**src/rtl/key_debounce.sv**
```systemverilog
// Push-button conditioning: 2-flop synchroniser, per-key debounce FSM and an optional
// single-key ownership lock. Produces registered KEY levels and KEY_EVT rising-edge pulses.
module key_debounce #(
  parameter int unsigned DEBOUNCE_CYCLES = 500000,
  parameter int unsigned CNT_W           = 20,
  parameter int unsigned ACTIVE_LOW      = 1,
  parameter int unsigned ONE_HOT_LOCK    = 1
) (
  input  logic       HCLK,
  input  logic       HRESETn,
  input  logic [4:0] KEY_RAW,
  output logic [4:0] KEY,
  output logic [4:0] KEY_EVT
);

  localparam int               NumKeys   = 5;
  localparam logic [2:0]       OwnerNone = 3'd7;
  localparam logic [CNT_W-1:0] CntLast   = CNT_W'(DEBOUNCE_CYCLES - 1);

  typedef enum logic [1:0] {StReleased, StPressChk, StPressed, StReleaseChk} state_e;

  logic [4:0]       raw_pressed;
  logic [4:0]       sync1_q, sync2_q;
  state_e           state_q [NumKeys];
  state_e           state_d [NumKeys];
  logic [CNT_W-1:0] cnt_q   [NumKeys];
  logic [CNT_W-1:0] cnt_d   [NumKeys];
  logic [4:0]       qual, qual_nxt;
  logic [2:0]       owner_q, owner_d;
  logic [4:0]       key_q, key_d;
  logic [4:0]       evt_q, evt_d;

  assign raw_pressed = KEY_RAW ^ {5{ACTIVE_LOW != 0}};

  // Per-key debounce: any sample disagreeing with the target restarts from the stable state.
  always_comb begin
    for (int i = 0; i < NumKeys; i++) begin
      state_d[i] = state_q[i];
      cnt_d[i]   = '0;
      unique case (state_q[i])
        StReleased: begin
          if (sync2_q[i]) state_d[i] = StPressChk;
        end
        StPressChk: begin
          if (!sync2_q[i])              state_d[i] = StReleased;
          else if (cnt_q[i] == CntLast) state_d[i] = StPressed;
          else                          cnt_d[i]   = cnt_q[i] + CNT_W'(1);
        end
        StPressed: begin
          if (!sync2_q[i]) state_d[i] = StReleaseChk;
        end
        StReleaseChk: begin
          if (sync2_q[i])               state_d[i] = StPressed;
          else if (cnt_q[i] == CntLast) state_d[i] = StReleased;
          else                          cnt_d[i]   = cnt_q[i] + CNT_W'(1);
        end
        default: state_d[i] = StReleased;
      endcase
    end
  end

  always_comb begin
    for (int i = 0; i < NumKeys; i++) begin
      qual[i]     = (state_q[i] == StPressed) || (state_q[i] == StReleaseChk);
      qual_nxt[i] = (state_d[i] == StPressed) || (state_d[i] == StReleaseChk);
    end
  end

  // Ownership is granted from the current qualified set (one cycle behind), but dropped on the
  // same edge the owner's qualification falls so KEY never shows a stale bit.
  always_comb begin
    owner_d = owner_q;
    if (owner_q == OwnerNone) begin
      for (int i = NumKeys - 1; i >= 0; i--) begin
        if (qual[i]) owner_d = 3'(i);
      end
    end else begin
      for (int i = 0; i < NumKeys; i++) begin
        if ((owner_q == 3'(i)) && !qual_nxt[i]) owner_d = OwnerNone;
      end
    end

    key_d = '0;
    if (ONE_HOT_LOCK != 0) begin
      for (int i = 0; i < NumKeys; i++) begin
        if (owner_d == 3'(i)) key_d[i] = qual_nxt[i];
      end
    end else begin
      key_d = qual_nxt;
    end

    evt_d = key_d & ~key_q;
  end

  always_ff @(posedge HCLK or negedge HRESETn) begin
    if (!HRESETn) begin
      sync1_q <= '0;
      sync2_q <= '0;
      owner_q <= OwnerNone;
      key_q   <= '0;
      evt_q   <= '0;
      for (int i = 0; i < NumKeys; i++) begin
        state_q[i] <= StReleased;
        cnt_q[i]   <= '0;
      end
    end else begin
      sync1_q <= raw_pressed;
      sync2_q <= sync1_q;
      owner_q <= owner_d;
      key_q   <= key_d;
      evt_q   <= evt_d;
      for (int i = 0; i < NumKeys; i++) begin
        state_q[i] <= state_d[i];
        cnt_q[i]   <= cnt_d[i];
      end
    end
  end

  assign KEY     = key_q;
  assign KEY_EVT = evt_q;

endmodule

```
**config.mk**
```make
export PLATFORM = sky130hd
export DESIGN_NAME = key_debounce
export DESIGN_NICKNAME = d
export VERILOG_FILES = /design/src/rtl/key_debounce.sv
export SDC_FILE = /design/constraint.sdc
export NUM_CORES = 1
export LEC_CHECK = 0
export ABC_AREA = 1
export ABC_CLOCK_PERIOD_IN_PS = 2300
export BUFFER_PORTS_ARGS = -buffer_cell sky130_fd_sc_hd__buf_2
export CORE_MARGIN = 1.5
export CORE_UTILIZATION = 62
export CTS_CLUSTER_DIAMETER = 150
export DETAILED_ROUTE_END_ITERATION = 10
export GPL_TIMING_DRIVEN = 1
export HOLD_SLACK_MARGIN = 0.15
export PLACE_DENSITY = 0.79
export SLEW_MARGIN = 20
export SYNTH_ARGS = -nofsm -noshare
export SYNTH_HDL_FRONTEND = slang
export SYNTH_SLANG_ARGS = --single-unit
```
**constraint.sdc**
```tcl
create_clock -name HCLK -period 2.3 [get_ports HCLK]
set_input_delay 0.46 -clock HCLK [delete_from_list [all_inputs] [get_ports HCLK]]
set_output_delay 0.46 -clock HCLK [all_outputs]
set_load 0.01 [all_outputs]
```
Word level (Yosys, flattened, before mapping)
Index checks and enable logic that the tools add are counted.
{ "op_classes": {"add_sub_neg": 5, "eq_ne": 39, "n_mux": 71, "n_bitwise": 3, "reduce_logical": 27} }
{ "ops": {"columns": ["operator", "count"], "rows": [
  ["2-to-1 mux 20 bit", 15],
  ["case mux 20 bit (2 select lines)", 5],
  ["adder 20 x 1 -> 20 bit (second input constant)", 5],
  ["equality test 20 x 19 -> 1 bit (second input constant)", 5],
  ["2-to-1 mux 2 bit", 30],
  ["equality test 2 bit (second input constant)", 20],
  ["case mux 2 bit (4 select lines)", 5],
  ["2-to-1 mux 3 bit", 11],
  ["equality test 3 x 2 -> 1 bit (second input constant)", 4],
  ["equality test 2 x 1 -> 1 bit (second input constant)", 5],
  ["zero test 2 bit", 5],
  ["logical OR 1 bit", 10],
  ["inverter 5 bit", 2],
  ["equality test 3 bit (second input constant)", 3],
  ["equality test 3 x 1 -> 1 bit (second input constant)", 2],
  ["zero test 3 bit", 2],
  ["bitwise AND 5 bit", 1],
  ["logical AND 1 bit", 5],
  ["zero test 1 bit", 5],
  ["2-to-1 mux 1 bit", 5]
]} }
{ "totals": {"register_bits": 133, "input_bits": 7, "out_inout_bits": 10, "wordCells": 160} }

Longest topological paths before layout
{ "depth": {"ltp_word": 17, "depth_mapped": 16, "mapped_depth_nobuf": 16} }

Worst setup path after synthesis
No wires, ideal clock.
{ "synth_path": {"kind": "reg-to-reg", "start": "reg cnt_q[80] (netlist bit)", "end": "reg cnt_q[98] (netlist bit)", "setup_ns": 0.119, "t_arrival_ns": 1.677, "required_time_ns": 2.181, "path_slack_ns": 0.505, "path_stages_with_launch": 13, "path_buffers": 0, "period_less_slack_ns": 1.795, "cell_sequence": "dfrtp_1 ha_1 nand3_2 nor2_2 nand3_2 nor2_4 nand2_2 nor4_4 nand2_2 nor2_4 nand3_2 o21ai_1 nor2_1"} }
{ "synth_rtl": {"columns": ["element", "line_no", "rtl"], "rows": [
  ["start, declared", "26", "logic [CNT_W-1:0] cnt_q [NumKeys];"],
  ["start signal, assigned by index", "114", "cnt_q[i] <= cnt_d[i];"]
]} }

==> qor.yml <==
yosys:
  async_flop_share_pct: 100.0
  ys_seq_elements: 133
  ys_warn_count: 0
  synth.top_cell.area_share_pct: 49.35
  avgSynthCellArea_um2: 8.168
  synthCells: 807
  syn_nets: 819
  ys.flop_type: "dfrtp_1"
  ys_seq_area_share_pct: 50.55
  synthTopCellsByArea: "dfrtp_1 49%, nor2_1 8.9%, nand2_1 8.4%"
  synth_area_um2: 6591
  yosysTopAreaCell: "dfrtp_1"
  synth.distinct_cells: 40
  synth_edf_count: 0
route:
  wl_per_cell_um: 13.74
  first_pass_iters: 5
  wl_mm: 13.80
  drt_iter0_markers: 337
  via_per_inst: 5.402
  drc: 0
  postRouteAntennaNets: 0
  vias: 5429
power_and_ir_drop:
  seqPwrFrac_pct: 43.7
  p_per_area_nw_per_um2: 710.3
  leakagePower_nw: 3.466
  power.share.clock_pct: 53.6
  switchingPower_w: 0.001109
  internal_power_w: 0.004340
  ir_drop_mv: 0.5773
  sw_frac_of_total_pct: 20.35
  combinationalPowerShare_pct: 2.7
critical_path:
  cp_slowest_cell: "dfrtp_1"
  path_buf_inv: 0
  worstPathArrival_ns: 2.67
  crit_family: "simple AND/OR/NAND/NOR gates"
  crit_required_ns: 2.72
  crit_fanout: 4
  worst_setup_path_end_kind: "flop"
  critPathKind: "reg2reg"
  max_stage_delay_ns: 0.38
  start_kind: "flop"
  crit_path_cell_trace: "ha_2, nand2_1, nor2_4, nand3_2, nor2_2, nand2_1, nor2_2, nand2_2, nor4_4, a21oi_2, a211oi_2"
  r2r_slack_ns: 0.05
sta:
  fin_crit_ns: 2.246
  hold_viol: 0
  finalClockSkew_ns: 0.008886
  timing.fmax_mhz: 445.1
  report.final.slew_viol_count: 0
  finalSetupTns_ns: 0
  worst_pin_slew_ns: 0.4287
  slew_headroom_pct: 71.16
  setup_viol: 0
  period_share_pct: 97.67
  worst_slack_ns: 0.05352
hold_path:
  hp-class: "reg2reg"
placement:
  hpwl_mm: 9.394
  gp_congestion: 0.9116
  dp_slack_ns: 0.2351
  dp_cells: 962
  port_buffers: 16
layout:
  fill_cells: 739
  fin_util_pct: 74.29
  fin_nets: 868
  area_growth_pct: 16.36
  diodes: 0
  post_route_cells_drive_above_1_share_pct: 13.58
  fin_cells: 1005
cts:
  cts_sinks: 133
  clk_latency_ns: 0.52
  root_buffer: "clkbuf_8"
  cts_buffers: 17
  h-tree-depth: 4
  path_clk_slew_ns: 0.06
  cts_buffer_depth: 2
  tritoncts: "done"
flow_run:
  drv_cap: 0
global_route:
  grt_pass1_vias: 5458
  grt_pass1_wl_mm: 23.84
  antenna_found_initial: 0
  grt_overflow: 0
  grt_max_degree: 56
  grt_usage_pct: 26.56
die:
  die_area_um2: 11260
  die_w_um: 106.1
  start_util_pct: 63.85
  die_h_um: 106.1
  ios: 17
  num_rows: 37
  core-area_um2: 10320
run_status:
  outcome: "complete, no violations"
==> kinds of logic after synthesis <==
family / after synthesis / synth area share, %
simple gates: 439 / 31.00
xor+xnor: 22 / 2.923
compound gates: 84 / 7.441
buf+inv: 124 / 7.137
flops: 133 / 50.55
fa+ha+maj: 5 / 0.9491
==> registers in the layout, summed over array words and instances, names as in the netlist <==
signal	flops
sync1_q	5
cnt_q	100
sync2_q	5
KEY_EVT	5
owner_q	3
KEY	5
state_q	10
==> power by group through the flow <==
stage / Combinational, W / Clock, W / Sequential (W)
floorplan: 0.0000562 / 0 / 0.00242
global placement: 0.000134 / 0 / 0.00242
detailed placement: 0.000139 / 0 / 0.00242
CTS: 0.000150 / 0.00297 / 0.00238
global route: 0.000173 / 0.00308 / 0.00238
finish: 0.000150 / 0.00292 / 0.00238
==> through the flow <==
step                      power (W)  instance area (um2)  hold slack [ns]
after CTS                  0.005498                 7606           0.3499
after global routing       0.005635                 7670           0.3624
after global placement     0.002552                 6900           0.3328
final                      0.005448                 7670           0.3471
after detailed placement   0.002559                 6900           0.3365
after floorplan            0.002473                 6591           0.1644
==> repair_timing <==
item | in CTS | in global routing
resized for setup | 0 | 8
endpoints found under the hold margin | 34 | 0
setup endpoints to repair | 0 | 3
setup buffers | 0 | 5
hold buffers | 6 | 0
==> area by class of cell <==
class / instances / area, um2 / area share, %
multi-input cells: 550 / 2815 / 36.70
well taps: 136 / 170.2 / 2.219
repair buffers: 36 / 264.0 / 3.442
clock buffers: 20 / 445.4 / 5.807
inverters: 118 / 442.9 / 5.775
clock inverters: 12 / 200.2 / 2.610
flip-flops and latches: 133 / 3332 / 43.44
==> routing by layer <==
metal | global-route usage (%) | routed length (um) | up-vias
met4 | 8.977 | 202 | 0
met5 | 0 | 0 | -
met1 | 32.92 | 5920 | 2581
met3 | 7.603 | 617 | 23
li1 | - | - | 2674
met2 | 44.70 | 7064 | 151
==> layout by cell type (no fill, tap or decap), drive strengths merged, types with 7 or more instances in the layout <==
| cell type | count |
|---|---|
| dfrtp | 130 |
| o21ai | 24 |
| nand2 | 156 |
| clkbuf | 20 |
| buf | 30 |
| nor3 | 27 |
| nor4 | 8 |
| nor2 | 175 |
| xor2 | 19 |
| clkinv | 7 |
| a21oi | 36 |
| inv | 118 |
| nand4 | 22 |
| nand3 | 40 |
==> worst paths after layout <==
path / startpoint / to / cells past startpoint
max: cnt_q[20]$_DFF_PN0_ / cnt_q[38]$_DFF_PN0_ / 11
min: sync1_q[3]$_DFF_PN0_ / sync2_q[3]$_DFF_PN0_ / 0
max reg2reg: cnt_q[20]$_DFF_PN0_ / cnt_q[38]$_DFF_PN0_ / 11
min reg2reg: sync1_q[3]$_DFF_PN0_ / sync2_q[3]$_DFF_PN0_ / 0
max in group asynchronous: HRESETn / cnt_q[86]$_DFF_PN0_ / 3
min in group asynchronous: HRESETn / cnt_q[37]$_DFF_PN0_ / 2
==> cells in the mapped netlist, types with 2 or more instances <==
cell	n
clkbuf_1	2
nor3_1	26
a211oi_1	4
nor3b_1	6
xnor2_1	3
ha_1	5
nand3_2	8
nor2_2	13
nand2_2	8
or2_1	2
a21oi_1	36
nor4_1	3
dfrtp_1	130
a31oi_1	4
a211oi_2	2
nor2_4	5
dfstp_2	3
nand3_1	32
inv_1	116
nand4_1	22
o21ai_1	5
buf_2	4
and3_1	2
xor2_1	19
o21ai_0	19
a21boi_0	3
nor4_4	3
o21a_1	6
nor2_1	157
nand2_1	148
nor4_2	2
No activity file was read; power rests on OpenSTA's default activity.
